$ cat config.mk
export PLATFORM = sky130hd
export DESIGN_NAME = readout_rx_integration_window_ctrl_google
export DESIGN_NICKNAME = d
export VERILOG_FILES = /design/src/rtl/readout_rx_integration_window_ctrl_google.sv
export SDC_FILE = /design/constraint.sdc
export NUM_CORES = 1
export LEC_CHECK = 0
export ABC_CLOCK_PERIOD_IN_PS = 2400
export CORE_AREA = 2 2 99 101
export DETAILED_ROUTE_END_ITERATION = 12
export DIE_AREA = 0 0 101 103
export GPL_ROUTABILITY_DRIVEN = 0
export PLACE_DENSITY_LB_ADDON = 0.15
export RECOVER_POWER = 50
export SYNTH_ARGS = -nofsm -noshare
export SYNTH_HDL_FRONTEND = slang
export SYNTH_SLANG_ARGS = --single-unit
$ cat constraint.sdc
create_clock -name clk -period 2.4 [get_ports clk]
set_clock_uncertainty 0.2 [all_clocks]
set_input_delay 0.24 -clock clk [delete_from_list [all_inputs] [get_ports clk]]
set_output_delay 0.24 -clock clk [all_outputs]
set_load 0.02 [all_outputs]
$ cat src/rtl/readout_rx_integration_window_ctrl_google.sv
// Measurement window controller: drops ring-up samples after a trigger, then
// forwards a fixed number of I/Q samples framed by start/finish pulses.
module readout_rx_integration_window_ctrl_google #(
    parameter int DATA_WIDTH     = 8,
    parameter int COUNT_WIDTH    = 10,
    parameter int CFG_ADDR_WIDTH = 1
) (
    input  logic                         clk,
    input  logic                         rst,
    input  logic                         cfg_wr_en,
    input  logic [CFG_ADDR_WIDTH-1:0]    cfg_wr_addr,
    input  logic [COUNT_WIDTH-1:0]       cfg_wr_data,
    input  logic                         meas_trigger,
    input  logic                         valid_in,
    input  logic signed [DATA_WIDTH-1:0] i_in,
    input  logic signed [DATA_WIDTH-1:0] q_in,
    output logic                         valid_out,
    output logic signed [DATA_WIDTH-1:0] i_out,
    output logic signed [DATA_WIDTH-1:0] q_out,
    output logic                         start_count,
    output logic                         finish_count,
    output logic                         busy,
    output logic                         trigger_overrun
);

    typedef enum logic [2:0] {
        S_IDLE,
        S_DELAY,
        S_START,
        S_INTEG,
        S_DRAIN,
        S_FINISH
    } state_t;

    state_t                         state_q, state_d;
    logic [COUNT_WIDTH-1:0]         delay_q, length_q;
    logic [COUNT_WIDTH-1:0]         dly_snap_q, dly_snap_d;
    logic [COUNT_WIDTH-1:0]         len_snap_q, len_snap_d;
    logic [COUNT_WIDTH-1:0]         cnt_q, cnt_d;
    logic [COUNT_WIDTH-1:0]         cnt_inc;
    logic                           ovr_q, ovr_d;
    logic                           gate;
    logic                           vld_p1_q;
    logic signed [DATA_WIDTH-1:0]   i_p1_q, q_p1_q;

    always_ff @(posedge clk or negedge rst) begin
        if (!rst) begin
            delay_q  <= '0;
            length_q <= COUNT_WIDTH'(1);
        end else if (cfg_wr_en) begin
            if (cfg_wr_addr == CFG_ADDR_WIDTH'(0)) begin
                delay_q <= cfg_wr_data;
            end else if (cfg_wr_addr == CFG_ADDR_WIDTH'(1)) begin
                length_q <= cfg_wr_data;
            end
        end
    end

    assign cnt_inc = cnt_q + COUNT_WIDTH'(1);
    assign gate    = valid_in && ((state_q == S_START) || (state_q == S_INTEG));

    always_comb begin
        state_d    = state_q;
        cnt_d      = cnt_q;
        dly_snap_d = dly_snap_q;
        len_snap_d = len_snap_q;
        ovr_d      = 1'b0;
        unique case (state_q)
            S_IDLE, S_FINISH: begin
                if (meas_trigger) begin
                    dly_snap_d = delay_q;
                    len_snap_d = (length_q == '0) ? COUNT_WIDTH'(1) : length_q;
                    cnt_d      = '0;
                    state_d    = (delay_q == '0) ? S_START : S_DELAY;
                end else if (state_q == S_FINISH) begin
                    state_d = S_IDLE;
                end
            end
            S_DELAY: begin
                ovr_d = meas_trigger;
                if (valid_in) begin
                    // Counter is reused for the window once the delay is met
                    if (cnt_inc == dly_snap_q) begin
                        cnt_d   = '0;
                        state_d = S_START;
                    end else begin
                        cnt_d = cnt_inc;
                    end
                end
            end
            S_START, S_INTEG: begin
                ovr_d = meas_trigger;
                if (state_q == S_START) begin
                    state_d = S_INTEG;
                end
                if (valid_in) begin
                    cnt_d = cnt_inc;
                    if (cnt_inc == len_snap_q) begin
                        state_d = S_DRAIN;
                    end
                end
            end
            S_DRAIN: begin
                ovr_d   = meas_trigger;
                state_d = S_FINISH;
            end
            default: state_d = S_IDLE;
        endcase
    end

    always_ff @(posedge clk or negedge rst) begin
        if (!rst) begin
            state_q    <= S_IDLE;
            cnt_q      <= '0;
            dly_snap_q <= '0;
            len_snap_q <= COUNT_WIDTH'(1);
            ovr_q      <= 1'b0;
        end else begin
            state_q    <= state_d;
            cnt_q      <= cnt_d;
            dly_snap_q <= dly_snap_d;
            len_snap_q <= len_snap_d;
            ovr_q      <= ovr_d;
        end
    end

    // Stage p1: gated sample register, holds between strobes
    always_ff @(posedge clk or negedge rst) begin
        if (!rst) begin
            vld_p1_q <= 1'b0;
            i_p1_q   <= '0;
            q_p1_q   <= '0;
        end else begin
            vld_p1_q <= gate;
            if (gate) begin
                i_p1_q <= i_in;
                q_p1_q <= q_in;
            end
        end
    end

    assign valid_out       = vld_p1_q;
    assign i_out           = i_p1_q;
    assign q_out           = q_p1_q;
    assign start_count     = (state_q == S_START);
    assign finish_count    = (state_q == S_FINISH);
    assign busy            = (state_q != S_IDLE);
    assign trigger_overrun = ovr_q;

endmodule

==> reports/summary.json, run 1 <==
{
  "final.setup.tns_ns": 0,
  "hold_path.class": "input pin to flop",
  "regToRegStartpoint": "cnt_q[0]$_DFFE_PN0P_",
  "routedLengthMet1_mm": 3.85,
  "tritoncts": "built",
  "global_route.overflow_total": 0,
  "fin_crit_sh": 0.976,
  "design.core.area_sq_mm": 0.00946,
  "numCtsBuffers": 9,
  "die-area_sq_mm": 0.0104,
  "post_route_cells_drive_above_1_share": 0.319,
  "synth_edf_count": 0,
  "finalNetCount": 420,
  "maximum_number_of_pins_on_one_net_before_global_route_repair": 49,
  "clkSlewWorstSetupHoldPaths_ns": 0.08,
  "crit_path_start_kind": "flop",
  "critical_path.max_fanout": 7,
  "n_antenna_cell": 0,
  "ys_types": 52,
  "timing.final.max_slew_violations": 0,
  "avgRoutedWirePerCell_microns": 16.0,
  "drt_pre_antenna_iters": 4,
  "critical_path_class": "flop to flop",
  "final_hold_viol_count": 0,
  "initial_core_util": 0.386,
  "place.port_buffers": 52,
  "synth_fp_nets": 344,
  "cts.htree.levels": 3,
  "worst_skew_pair.late_latency_ns": 0.36,
  "synthCells": 311,
  "tightest_pin_transition_ns": 1.33,
  "clock_tree.buffer_depth": 2,
  "post-route-drc-count": 0,
  "hold_endpoint": "q_out[1]$_DFFE_PN0P_",
  "floorplan.die.width_microns": 101,
  "worst_rel_slew_slack": 0.112,
  "dp.final_hpwl_mm": 5.88,
  "maxUsedRoutingLayer": "met4",
  "design_power_total_mw": 3.86,
  "initialDrtViolationCount": 106,
  "detail_route.wirelength_mm": 8.09,
  "worst_r2r_endpoint": "cnt_q[5]$_DFFE_PN0P_",
  "timing.critical_path.arrival_ns": 2.37,
  "grt_first_pass_wirelength_mm": 13.2,
  "clock_tree.root_cell": "sky130_fd_sc_hd__clkbuf_8",
  "finalNonFillerCells": 506,
  "layout.cells.most_common": "sky130_fd_sc_hd__dfrtp_1",
  "finalWorstPathRequiredPeriod_ns": 2.34,
  "met2RoutedLength_mm": 3.93,
  "ys_ff_latch": 71,
  "result_of_the_run": "finished, final reports clean",
  "cell_area_reported_after_detailed_placement_sq_mm": 0.00445,
  "vias": 2582,
  "grt_setup_unrepaired": "true",
  "first_global_vias": 2546,
  "top_level_ports": 53,
  "setup.worst_path.end_class": "flop",
  "stdcell_area_sq_mm": 0.00470,
  "synth_area_per_cell_sq_um": 11.7,
  "ys.flop_type": "sky130_fd_sc_hd__dfrtp_1",
  "initial_antenna_violation_count": 0,
  "clkSinkCount": 71,
  "hold_path_startpoint": "q_in[1]",
  "async_reset_ff_frac": 1.00,
  "finalSetupViolCount": 0,
  "via_per_inst": 5.10,
  "pwr_density_cell_mw_per_mm2": 822,
  "syn_to_final_growth_pct": 28.7,
  "r2r_setup_slack_ns": 0.06,
  "reg2regPathDepth": 8,
  "total_leakage_power_nw": 1.99,
  "maxCapViolations": 0,
  "ys.warnings.count": 0,
  "post_synth_instance_area_sq_mm": 0.00365,
  "synth_sequential_area_ratio": 0.487,
  "timing.fmax_mhz": 427,
  "ir_drop_mv": 0.364,
  "gr-usage-all-layers": 0.167,
  "setup.worst_path.start": "cnt_q[0]$_DFFE_PN0P_",
  "total_instance_count_after_detailed_placement": 487,
  "core.rowCount": 36,
  "hold-path-cell-count": 2,
  "die_height_microns": 103,
  "final_cell_mix": "67 x sky130_fd_sc_hd__dfrtp_1, 58 x sky130_fd_sc_hd__mux2_2, 49 x sky130_fd_sc_hd__clkdlybuf4s50_1",
  "antenna_violating_nets_post_route": 0,
  "worstPathRequired_ns": 2.43,
  "fillCellCount": 869,
  "met3WireLength_microns": 211
}
[cell families (layout without fill, tap and decap cells)]
group / Yosys count / in the layout / synth area share
AOI/OAI and AO/OA: 54 / 54 / 0.117
xor gates and xnor gates: 19 / 19 / 0.0552
adders and majority gates: 3 / 3 / 0.00891
buffers and inverters: 29 / 110 / 0.0346
DFF: 71 / 71 / 0.487
muxes: 62 / 62 / 0.190
and+or+nand+nor: 73 / 73 / 0.107
[worst max-delay path by stage]
stage                                 to  cells after the start
4_1_cts           state_q[0]$_DFFE_PN0P_                      7
5_1_grt             cnt_q[5]$_DFFE_PN0P_                      8
3_5_place_dp        cnt_q[3]$_DFFE_PN0P_                      7
3_3_place_gp        cnt_q[9]$_DFFE_PN0P_                      7
6_report            cnt_q[5]$_DFFE_PN0P_                      8
2_1_floorplan  dly_snap_q[0]$_DFFE_PN0P_                      6
[metrics by stage]
step           worst slack, ns  hold WS (ns)  utilization
2_1_floorplan           0.0794        -0.256            -
5_1_grt                -0.0790         0.274        0.497
6_report                0.0567         0.288        0.497
4_1_cts                 0.0107         0.211        0.490
3_5_place_dp           -0.0784        0.0695        0.470
3_3_place_gp           -0.0130        0.0713        0.470
[cell type report]
class	count	area (sq um)	share of cell area
Inverter	14	53.8	0.0115
Clock inverter	5	33.8	0.00719
Multi-Input combinational cell	211	1810	0.385
Sequential cell	71	1780	0.379
Tap cell	114	143	0.0304
Clock buffer	11	141	0.0301
Timing Repair Buffer	80	738	0.157
[synthesized netlist by cell type (3+ instances only)]
cell type                  instances  area share
sky130_fd_sc_hd__a211o_1           4      0.0096
sky130_fd_sc_hd__a21oi_1           8       0.011
sky130_fd_sc_hd__a31oi_1           3      0.0051
sky130_fd_sc_hd__and2_1            3      0.0051
sky130_fd_sc_hd__buf_2             4      0.0055
sky130_fd_sc_hd__buf_4             3      0.0062
sky130_fd_sc_hd__clkbuf_1          8      0.0082
sky130_fd_sc_hd__dfrtp_1          69        0.47
sky130_fd_sc_hd__inv_1            13       0.013
sky130_fd_sc_hd__mux2_2           58        0.18
sky130_fd_sc_hd__mux2i_1           4       0.011
sky130_fd_sc_hd__nand2_1          20       0.021
sky130_fd_sc_hd__nand2b_1          3      0.0051
sky130_fd_sc_hd__nand3_1           3      0.0041
sky130_fd_sc_hd__nor2_1           16       0.016
sky130_fd_sc_hd__nor2b_1           6       0.010
sky130_fd_sc_hd__nor3_1            4      0.0055
sky130_fd_sc_hd__nor4_1            5      0.0086
sky130_fd_sc_hd__o21ai_0          11       0.015
sky130_fd_sc_hd__o22ai_1          10       0.017
sky130_fd_sc_hd__xnor2_1          11       0.026
sky130_fd_sc_hd__xor2_1            5       0.012
[power by group]
| part | internal, mW | leakage, nW | switching [mW] |
|---|---|---|---|
| Combinational | 0.724 | 1.01 | 0.600 |
| Sequential | 1.45 | 0.892 | 0.225 |
| Clock | 0.401 | 0.0853 | 0.466 |
[per-layer routing]
metal | vias to the layer above | GRT usage
met4 | 0 | 0.0603
met3 | 7 | 0.0414
met2 | 33 | 0.263
li1 | 1275 | -
met5 | - | 0
met1 | 1267 | 0.226
[worst max-delay path, cell delays in order, from the launching register on]
cell	delay, ns
sky130_fd_sc_hd__dfrtp_1	0.40
sky130_fd_sc_hd__ha_4	0.21
sky130_fd_sc_hd__and3_4	0.20
sky130_fd_sc_hd__xnor3_1	0.25
sky130_fd_sc_hd__a2111oi_4	0.25
sky130_fd_sc_hd__o2111ai_4	0.28
sky130_fd_sc_hd__buf_4	0.22
sky130_fd_sc_hd__a21oi_1	0.12
sky130_fd_sc_hd__o22ai_1	0.09
[repair_timing]
action,CTS,global route
buffers inserted,0,2
setup endpoints to repair,14,13
gates resized for setup,2,11
endpoints found under the hold margin,23,0
pin swaps,3,1
hold buffers,1,0
[flip-flops by register name (all words and copies together) (netlist names), 3 cells and up]
register and flops:
dly_snap_q 10, len_snap_q 10, q_out 8, i_out 8, length_q 10, delay_q 10, cnt_q 10, state_q 3
No activity file was read; power rests on OpenSTA's default activity.
==> run 2: changes to the inputs <==
--- a/config.mk
+++ b/config.mk
@@ -10,6 +10,7 @@
 export DETAILED_ROUTE_END_ITERATION = 12
 export DIE_AREA = 0 0 101 103
 export GPL_ROUTABILITY_DRIVEN = 0
+export HOLD_SLACK_MARGIN = 0.08
 export PLACE_DENSITY_LB_ADDON = 0.15
 export RECOVER_POWER = 50
 export SYNTH_ARGS = -nofsm -noshare
==> results of run 2 <==
The final DEF is identical to that of run 1; final timing and power are the same.
==> run 3: changes to the inputs <==
==> constraint.sdc (replaced) <==
create_clock -name clk -period 2.4 [get_ports clk]
set_clock_uncertainty 0.2 [all_clocks]
set_input_delay 0.48 -clock clk [delete_from_list [all_inputs] [get_ports clk]]
set_output_delay 0.48 -clock clk [all_outputs]
set_load 0.02 [all_outputs]
==> run 3 against run 2 <==
  * Design area up 1.3%
  * Global-route usage decreased by 0.86 points
  * Critical path depth down 1
  * First-iteration DRC count fell by 33%
  * Clock power grew 22%
  * Via count rose by 1.6%
==> reports/summary.json, run 3 (same netlist as run 1, synthesis figures left out) <==
{
  "result_of_the_run": "finished, final reports clean",
  "die_height_microns": 103,
  "critical-path-slowest-cell": "sky130_fd_sc_hd__dfrtp_1",
  "path_cells": "ha_4 -> xnor2_2 -> xnor2_1 -> a2111oi_4 -> o2111ai_4 -> a31oi_4 -> o22ai_1",
  "hold_endpoint": "len_snap_q[0]$_DFFE_PN1P_",
  "register_area_sq_mm": 0.00178,
  "dp.final_hpwl_mm": 5.93,
  "maxCapViolations": 0,
  "design.core.area_sq_mm": 0.00946,
  "reg2regPathDepth": 7,
  "layout.cells.most_common": "sky130_fd_sc_hd__dfrtp_1",
  "r2r_setup_slack_ns": 0.05,
  "maximum_number_of_pins_on_one_net_before_global_route_repair": 30,
  "clkSlewWorstSetupHoldPaths_ns": 0.07,
  "post_route_cells_drive_above_1_share": 0.326,
  "finalNetCount": 421,
  "clock_tree.buffer_depth": 2,
  "first_global_vias": 2513,
  "stdcell_area_sq_mm": 0.00476,
  "worst_rel_slew_slack": 0.551,
  "setup.worst_path.end_class": "flop",
  "hold_path.class": "flop to flop",
  "initial_core_util": 0.386,
  "critical_path_class": "flop to flop",
  "final_cell_mix": "68 x sky130_fd_sc_hd__dfrtp_1, 58 x sky130_fd_sc_hd__mux2_2, 46 x sky130_fd_sc_hd__clkdlybuf4s50_1",
  "timing.critical_path.arrival_ns": 2.38,
  "tightest_pin_transition_ns": 0.674,
  "cts.htree.levels": 3,
  "multi_input_comb_area_sq_mm": 0.00181,
  "die-area_sq_mm": 0.0104,
  "initial_antenna_violation_count": 0,
  "finalSetupViolCount": 0,
  "via_per_inst": 5.17,
  "hold_path_startpoint": "len_snap_q[0]$_DFFE_PN1P_",
  "ir_drop_mv": 0.402,
  "grt_first_pass_wirelength_mm": 12.6,
  "core.rowCount": 36,
  "floorplan.die.width_microns": 101,
  "gr-usage-all-layers": 0.158,
  "detail_route.wirelength_mm": 7.69,
  "final_hold_viol_count": 0,
  "pwr_density_cell_mw_per_mm2": 841,
  "global_route.overflow_total": 0,
  "cp_slowest_stage_delay_ns": 0.42,
  "final.hold.worst_slack_ns": 0.288,
  "critical_path.max_fanout": 7,
  "avgRoutedWirePerCell_microns": 15.2,
  "worst_skew_pair.late_latency_ns": 0.34,
  "crit_family": "compound AO/OA/AOI/OAI gates",
  "initialDrtViolationCount": 71,
  "hold-path-cell-count": 2,
  "worstPathRequired_ns": 2.42,
  "clkSinkCount": 71,
  "top_level_ports": 53,
  "vias": 2623,
  "finalWorstPathRequiredPeriod_ns": 2.35,
  "timing.final.max_slew_violations": 0,
  "fin_crit_sh": 0.980,
  "crit_path_start_kind": "flop",
  "syn_to_final_growth_pct": 30.4,
  "tritoncts": "built",
  "clock_tree.root_cell": "sky130_fd_sc_hd__clkbuf_8",
  "regToRegStartpoint": "cnt_q[0]$_DFFE_PN0P_",
  "grt_setup_unrepaired": "true",
  "worst_r2r_endpoint": "cnt_q[5]$_DFFE_PN0P_",
  "post-route-drc-count": 0,
  "n_antenna_cell": 0,
  "fillCellCount": 878,
  "antenna_violating_nets_post_route": 0,
  "total_leakage_power_nw": 2.03,
  "cell_area_reported_after_detailed_placement_sq_mm": 0.00449,
  "critPathBufInv": 0,
  "numCtsBuffers": 9,
  "place.port_buffers": 52,
  "timing.fmax_mhz": 425,
  "final.setup.tns_ns": 0,
  "drt_pre_antenna_iters": 4
}
-- run 3: metrics by stage --
step           total power [mW]   util  instances  setup slack (ns)
6_report                   4.01  0.503        507            0.0482
2_1_floorplan              2.44      -        311            0.0794
5_1_grt                    4.25  0.503        507           -0.0603
3_5_place_dp               2.92  0.474        489           -0.0975
4_1_cts                    4.01  0.499        506           0.00352
3_3_place_gp               2.89  0.474        489           -0.0953
-- run 3: worst max path at each step --
stage | startpoint | to | slack, ns | depth (start not counted)
6_report | cnt_q[0]$_DFFE_PN0P_ | cnt_q[5]$_DFFE_PN0P_ | 0.05 | 7
5_1_grt | cnt_q[0]$_DFFE_PN0P_ | cnt_q[5]$_DFFE_PN0P_ | -0.06 | 7
4_1_cts | cnt_q[0]$_DFFE_PN0P_ | state_q[0]$_DFFE_PN0P_ | 0.004 | 8
3_5_place_dp | cnt_q[1]$_DFFE_PN0P_ | cnt_q[3]$_DFFE_PN0P_ | -0.1 | 7
3_3_place_gp | valid_in | state_q[0]$_DFFE_PN0P_ | -0.1 | 6
2_1_floorplan | state_q[0]$_DFFE_PN0P_ | dly_snap_q[0]$_DFFE_PN0P_ | 0.08 | 6
-- run 3: final cells by class --
class,instances,share of cell area
Clock buffer,11,0.0297
Clock inverter,5,0.0171
Inverter,14,0.0113
Multi-Input combinational cell,211,0.380
Sequential cell,71,0.374
Tap cell,114,0.0300
Timing Repair Buffer,81,0.158
-- run 3: per-layer routing --
metal,global-route usage,vias to the layer above,routed length (microns),part of all wire
li1,-,1275,-,-
met1,0.212,1284,3490,0.45
met2,0.244,51,3720,0.48
met3,0.0386,13,287,0.037
met4,0.0748,0,193,0.025
met5,0,-,0,0
-- run 3: power breakdown --
| part | internal (mW) | total [mW] | switching (mW) |
|---|---|---|---|
| logic | 0.697 | 1.25 | 0.552 |
| clock network | 0.614 | 1.06 | 0.443 |
| registers | 1.44 | 1.70 | 0.254 |
-- run 3: tightest hold or removal path: stages (launching register included) --
cell	delay (ns)
sky130_fd_sc_hd__dfstp_2	0.38
sky130_fd_sc_hd__nand2_1	0.04
sky130_fd_sc_hd__o21ai_0	0.06
-- run 3: timing repair --
item	4_1_cts	5_1_grt
setup buffers	0	1
hold buffers	1	0
pin swaps	2	2
setup endpoints to repair	16	14
resized for setup	4	12
endpoints found under the hold margin	25	0
